$ cat src/rtl/fifo_wr_arbiter_if.sv
// Write-side bundle between N producers, the arbiter and the shared FIFO.
interface fifo_wr_arbiter_if #(
  parameter int N_REQ  = 4,
  parameter int DATA_W = 16,
  parameter int ID_W   = (N_REQ > 1) ? $clog2(N_REQ) : 1
);
  logic [N_REQ-1:0]        req_valid;
  logic [N_REQ*DATA_W-1:0] req_data;
  logic [N_REQ-1:0]        req_ready;
  logic                    fifo_wr_en;
  logic [DATA_W-1:0]       fifo_data_in;
  logic                    fifo_full;
  logic                    fifo_overflow;
  logic                    gnt_valid;
  logic [ID_W-1:0]         gnt_id;
  logic                    err_overflow;

  // Arbiter side
  modport slave (
    input  req_valid, req_data, fifo_full, fifo_overflow,
    output req_ready, fifo_wr_en, fifo_data_in, gnt_valid, gnt_id, err_overflow
  );

  // Producers + FIFO side
  modport master (
    output req_valid, req_data, fifo_full, fifo_overflow,
    input  req_ready, fifo_wr_en, fifo_data_in, gnt_valid, gnt_id, err_overflow
  );
endinterface

$ cat src/rtl/fifo_wr_arbiter.sv
// Round-robin write arbiter: N producers share one FIFO write port, with
// bursts of up to MAX_BURST words per grant and zero-latency handshakes.
module fifo_wr_arbiter #(
  parameter int N_REQ     = 4,
  parameter int DATA_W    = 16,
  parameter int MAX_BURST = 4
) (
  input  logic               clk,
  input  logic               rst_n,
  fifo_wr_arbiter_if.slave   bus
);
  localparam int ID_W  = (N_REQ > 1) ? $clog2(N_REQ) : 1;
  localparam int CNT_W = $clog2(MAX_BURST + 1);

  typedef enum logic {IDLE, BURST} state_t;

  state_t             state, state_n;
  logic [ID_W-1:0]    owner, owner_n;
  logic [ID_W-1:0]    rr_ptr, rr_ptr_n;
  logic [CNT_W-1:0]   burst_cnt, burst_cnt_n;
  logic [CNT_W-1:0]   cnt_inc;
  logic               err_q;

  logic               win_found;
  logic [ID_W-1:0]    win_id;
  logic [ID_W-1:0]    idx;
  logic               gnt_v;
  logic [ID_W-1:0]    gnt_i;
  logic               xfer;

  function automatic logic [ID_W-1:0] next_id(input logic [ID_W-1:0] id);
    return (id == ID_W'(N_REQ - 1)) ? '0 : id + 1'b1;
  endfunction

  // Find the first valid producer at or after rr_ptr, wrapping
  always_comb begin
    win_found = 1'b0;
    win_id    = '0;
    idx       = rr_ptr;
    for (int unsigned k = 0; k < N_REQ; k++) begin
      if (!win_found && bus.req_valid[idx]) begin
        win_found = 1'b1;
        win_id    = idx;
      end
      idx = next_id(idx);
    end
  end

  // Current grant, handshake and FIFO write outputs (forced idle in reset)
  always_comb begin
    gnt_v = (state == BURST) || win_found;
    gnt_i = (state == BURST) ? owner : (win_found ? win_id : '0);
    xfer  = gnt_v && bus.req_valid[gnt_i] && !bus.fifo_full;

    bus.req_ready    = '0;
    bus.fifo_wr_en   = 1'b0;
    bus.gnt_valid    = 1'b0;
    bus.gnt_id       = '0;
    bus.fifo_data_in = '0;
    if (rst_n) begin
      bus.gnt_valid  = gnt_v;
      bus.fifo_wr_en = xfer;
      if (xfer) bus.req_ready[gnt_i] = 1'b1;
      if (gnt_v) begin
        bus.gnt_id       = gnt_i;
        bus.fifo_data_in = bus.req_data[gnt_i*DATA_W +: DATA_W];
      end
    end
  end

  // Next-state: start, extend, hold or release a burst
  always_comb begin
    state_n     = state;
    owner_n     = owner;
    rr_ptr_n    = rr_ptr;
    burst_cnt_n = burst_cnt;
    cnt_inc     = burst_cnt + 1'b1;
    case (state)
      IDLE: begin
        if (xfer) begin
          owner_n     = win_id;
          burst_cnt_n = CNT_W'(1);
          if (MAX_BURST == 1) rr_ptr_n = next_id(win_id);
          else                state_n  = BURST;
        end
      end
      BURST: begin
        if (!bus.req_valid[owner]) begin
          state_n  = IDLE;
          rr_ptr_n = next_id(owner);
        end else if (xfer) begin
          burst_cnt_n = cnt_inc;
          if (cnt_inc == CNT_W'(MAX_BURST)) begin
            state_n  = IDLE;
            rr_ptr_n = next_id(owner);
          end
        end
      end
      default: state_n = IDLE;
    endcase
  end

  // Arbitration state registers
  always_ff @(posedge clk or negedge rst_n) begin
    if (!rst_n) begin
      state     <= IDLE;
      owner     <= '0;
      rr_ptr    <= '0;
      burst_cnt <= '0;
    end else begin
      state     <= state_n;
      owner     <= owner_n;
      rr_ptr    <= rr_ptr_n;
      burst_cnt <= burst_cnt_n;
    end
  end

  // Sticky overflow monitor
  always_ff @(posedge clk or negedge rst_n) begin
    if (!rst_n)                 err_q <= 1'b0;
    else if (bus.fifo_overflow) err_q <= 1'b1;
  end

  assign bus.err_overflow = err_q;
endmodule
$ cat src/flat_wrapper.sv
// flat-port wrapper written by rule: the top's interface ports become plain ports
module fifo_wr_arbiter_flat 
#(
  parameter int N_REQ     = 4,
  parameter int DATA_W    = 16,
  parameter int MAX_BURST = 4
)
  (clk, rst_n, bus_req_valid, bus_req_data, bus_fifo_full, bus_fifo_overflow, bus_req_ready, bus_fifo_wr_en, bus_fifo_data_in, bus_gnt_valid, bus_gnt_id, bus_err_overflow);
  fifo_wr_arbiter_if #(.N_REQ(N_REQ), .DATA_W(DATA_W)) bus_i ();
  input  logic clk;
  input  logic rst_n;
  input wire logic [$bits(bus_i.req_valid)-1:0] bus_req_valid;
  input wire logic [$bits(bus_i.req_data)-1:0] bus_req_data;
  input wire logic [$bits(bus_i.fifo_full)-1:0] bus_fifo_full;
  input wire logic [$bits(bus_i.fifo_overflow)-1:0] bus_fifo_overflow;
  output wire logic [$bits(bus_i.req_ready)-1:0] bus_req_ready;
  output wire logic [$bits(bus_i.fifo_wr_en)-1:0] bus_fifo_wr_en;
  output wire logic [$bits(bus_i.fifo_data_in)-1:0] bus_fifo_data_in;
  output wire logic [$bits(bus_i.gnt_valid)-1:0] bus_gnt_valid;
  output wire logic [$bits(bus_i.gnt_id)-1:0] bus_gnt_id;
  output wire logic [$bits(bus_i.err_overflow)-1:0] bus_err_overflow;
  assign bus_i.req_valid = bus_req_valid;
  assign bus_i.req_data = bus_req_data;
  assign bus_i.fifo_full = bus_fifo_full;
  assign bus_i.fifo_overflow = bus_fifo_overflow;
  assign bus_req_ready = bus_i.req_ready;
  assign bus_fifo_wr_en = bus_i.fifo_wr_en;
  assign bus_fifo_data_in = bus_i.fifo_data_in;
  assign bus_gnt_valid = bus_i.gnt_valid;
  assign bus_gnt_id = bus_i.gnt_id;
  assign bus_err_overflow = bus_i.err_overflow;
  fifo_wr_arbiter #(.N_REQ(N_REQ), .DATA_W(DATA_W), .MAX_BURST(MAX_BURST)) u_core (.clk(clk), .rst_n(rst_n), .bus(bus_i));
endmodule
$ cat config.mk
export PLATFORM = sky130hd
export DESIGN_NAME = fifo_wr_arbiter_flat
export DESIGN_NICKNAME = d
export VERILOG_FILES = /design/src/rtl/fifo_wr_arbiter_if.sv /design/src/rtl/fifo_wr_arbiter.sv /design/src/flat_wrapper.sv
export SDC_FILE = /design/constraint.sdc
export NUM_CORES = 1
export LEC_CHECK = 0
export ABC_AREA = 1
export CORE_MARGIN = 8
export CORE_UTILIZATION = 35
export CTS_CLUSTER_DIAMETER = 100
export DETAILED_ROUTE_END_ITERATION = 16
export GPL_TIMING_DRIVEN = 0
export PLACE_DENSITY = 0.78
export SLEW_MARGIN = 15
export SYNTH_ARGS = -nofsm -noshare
export SYNTH_HDL_FRONTEND = slang
export SYNTH_SLANG_ARGS = --single-unit
$ cat constraint.sdc
create_clock -name clk -period 2.8 [get_ports clk]
set_clock_uncertainty 0.2 [all_clocks]
set_input_delay 0.56 -clock clk [delete_from_list [all_inputs] [get_ports clk]]
set_output_delay 0.56 -clock clk [all_outputs]
set_load 0.01 [all_outputs]
==> reports/results.txt <==
Status: complete, but fails checks
Failing checks: setup timing
Drt wl/cell: 17.6 um
Peak supply drop: 1070 uV
Cts bufs inserted: 3
Commonest non-fill, non-tap cell in the layout: clkdlybuf4s50_1
Drt via density: 5.13
Vias in the first global route: 2459
Post-synthesis sequential area ratio: 13.6%
Io pins: 97
# clock sinks: 9
Synth async-reset ratio: 100%
Layout area overhead: 105%
Commonest cells after routing, fill and taps aside: clkdlybuf4s50_1 (68), inv_1 (48), nand2_1 (38)
Setup crit start kind: input pin
PnR worst setup slack: -0.741 ns
Largest family of logic cells by synthesized area: simple AND/OR/NAND/NOR gates
DR iter-0 viols: 95
CTS tree: built
Tightest Hold Check Type: reg -> reg
CP max FO: 8
WS Path Type: in -> out
DRT Wirelength: 8190 um
Final hold vios: 0
ANT nets after route: 0
DPL Wire Length: 5070 um
Gr usage total: 20.4%
Via Count: 2389
Most used DFF post-synth: dfrtp_1
Number of standard cells in the layout, taps in and fillers out: 466
Synth Area in Compound Gates: 20.5%
EDFF count, synth: 0
Critical Path Source: bus_req_valid[3]
WP data required: 2.04 ns
Initial antenna violation count: 0
Worst path slowest cell: dlygate4sd2_1
Initial Utilization: 35.6%
Root Driver: clkbuf_8
Die area: 0.00717 mm^2
Worst EP arrival: 2.78 ns
Port bufs: 96
Worst flop-to-flop path startpoint: u_core.rr_ptr[1]
Mapped cell area: 0.00165 mm^2
Slew Limit Fails: 0
Synth Area in Simple Gates: 46.7%
Syn nets: 353
CP peak stage delay: 0.29 ns
Synth Warn #: 0
Ratio of final minimum period to clock period: 126%
Tightest Pin Transition: 0.637 ns
Share of layout cells above drive strength 1: 46.6%
Row cnt: 25
Total of max-cap violations: 0
CP Cell Sequence: dlygate4sd2_1 > inv_2 > nand2_2 > nand3_2 > nand2_4 > nor2_8 > buf_12 > nand4_1 > nand2_2 > nand2_4 > nand2_8 > nand2_2 > nand2_1 > nand2_2 > nand2_4 > nand3_4 > nor3_2 > buf_2
CP Capture Type: output pin
FILL cells: 324
H-tree levels: 1
Hold_sp: u_core.bus.err_overflow
RSZ-0062 raised after global routing: yes
Synth Area in Adders: 3.03%
Clock Pin Slew Worst Setup and Hold Paths: 0.05 ns
Fin util: 73.2%
Finish-stage setup viols: 32
Placement Setup Slack: -1.32 ns
Hold buffer count at CTS: 0
RD Place Congestion: 0.860
Die H: 84.7 um
Grt ovf: 0
First-pass GRT wire length: 11900 um
Min Clock Period, post-route: 3.54 ns
Cells after synthesis: 277
Yosys reg bits: 9
Latest clock arrival within the worst-skew pair: 0.24 ns
Slew HR: 57.4%
WHS: 0.264 ns
Core area: 0.00463 mm^2
Synth cell types: 28
Die width: 84.7 um
DRC violations left: 0
Synth Area per Inst: 5.96 um^2
Xor/xnor share of the synthesized area: 0%
Fmax: 282 MHz
Final nets: 489
Leakage: 0.00163 uW
Placed cell area: 0.00277 mm^2
Largest net degree at the start of global routing: 13
DRT Pass-1 Iters: 4
Placed insts: 427
Mux contribution to synthesized area: 0%
Antenna Cells: 0
Crit-path most repeated cell: nand2_2
Pwr/cell area: 1670 mW/mm^2
Clock Path Buffers: 2
Final cell area excluding filler cells: 0.00339 mm^2
==> cell type report <==
cell class                 count  area (um^2)  share of cell area, %
multi-input combinational    207         1530                   45.1
timing repair buffer         131         1200                   35.3
sequential                     9          225                   6.65
inverter                      53          209                   6.17
buffer                         8          114                   3.36
tap                           54         67.6                   1.99
clock buffer                   3         41.3                   1.22
clock inverter                 1         5.00                  0.148
==> metal layers <==
layer  track usage (%)  share of wire, %
met2              39.7                55
met3              3.22               4.3
met4              11.0               4.3
met5                 0                 0
met1              19.9                36
==> power breakdown <==
part / total, uW / switching (uW) / internal [uW]
combinational: 5280 / 2930 / 2340
sequential: 232 / 49.0 / 183
clock: 158 / 60.5 / 97.7
==> cells by family after synthesis <==
logic type,after synthesis
compound gates,64
simple gates,139
fa+ha+maj,4
buf+inv,61
flops,9
==> critical path, delay by kind of cell <==
| kind | cells | cell delay, ns |
|---|---|---|
| buf+inv | 4 | 0.68 |
| simple gates | 14 | 1.55 |
==> repair_timing <==
item / 4_1_cts / 5_1_grt
setup buffers: 24 / 9
setup endpoints to repair: 29 / 32
gates resized for setup: 170 / 28
pin swaps: 32 / 14
cloned: 2 / 0
==> cells in the mapped netlist (2+ instances only) <==
cell type	count	area (um^2)
a21oi_1	53	265
and2_1	2	12.5
buf_2	2	10.0
buf_4	2	15.0
buf_6	3	33.8
dfrtp_1	9	225
ha_1	4	50.1
inv_1	51	191
nand2_1	49	184
nand2_2	12	75.1
nand2_4	8	90.1
nand3_1	12	60.1
nand3_2	5	50.1
nand4_1	3	18.8
nor2_1	30	113
nor2_2	9	56.3
nor2_4	4	45.0
nor3_2	2	20.0
o21ai_0	5	25.0
o21ai_1	4	20.0
==> metrics by stage <==
step           total power, uW  TNS (ns)
2_1_floorplan             2750     -2.87
3_3_place_gp              3740    -28.65
3_5_place_dp              3790    -30.32
4_1_cts                   5040    -12.34
5_1_grt                   6010    -19.23
6_report                  5670    -15.38
==> sequential cells by signal (all words and copies together), names as in the netlist <==
name	count
u_core.state	1
u_core.bus.err_overflow	1
u_core.burst_cnt	3
u_core.owner	2
u_core.rr_ptr	2
==> worst paths after layout <==
kind / to / slack [ns] / cells past startpoint
worst max register to register: u_core.rr_ptr[0] / -0.16 / 20
worst min register to register: u_core.bus.err_overflow / 0.26 / 1
worst max-delay path: bus_req_ready[2] / -0.74 / 18
min in group asynchronous: u_core.burst_cnt[2] / 0.51 / 1
worst min-delay path: u_core.bus.err_overflow / 0.26 / 1
max in group asynchronous: u_core.rr_ptr[1] / 1.47 / 1
Power figures use the tool's default switching activity.
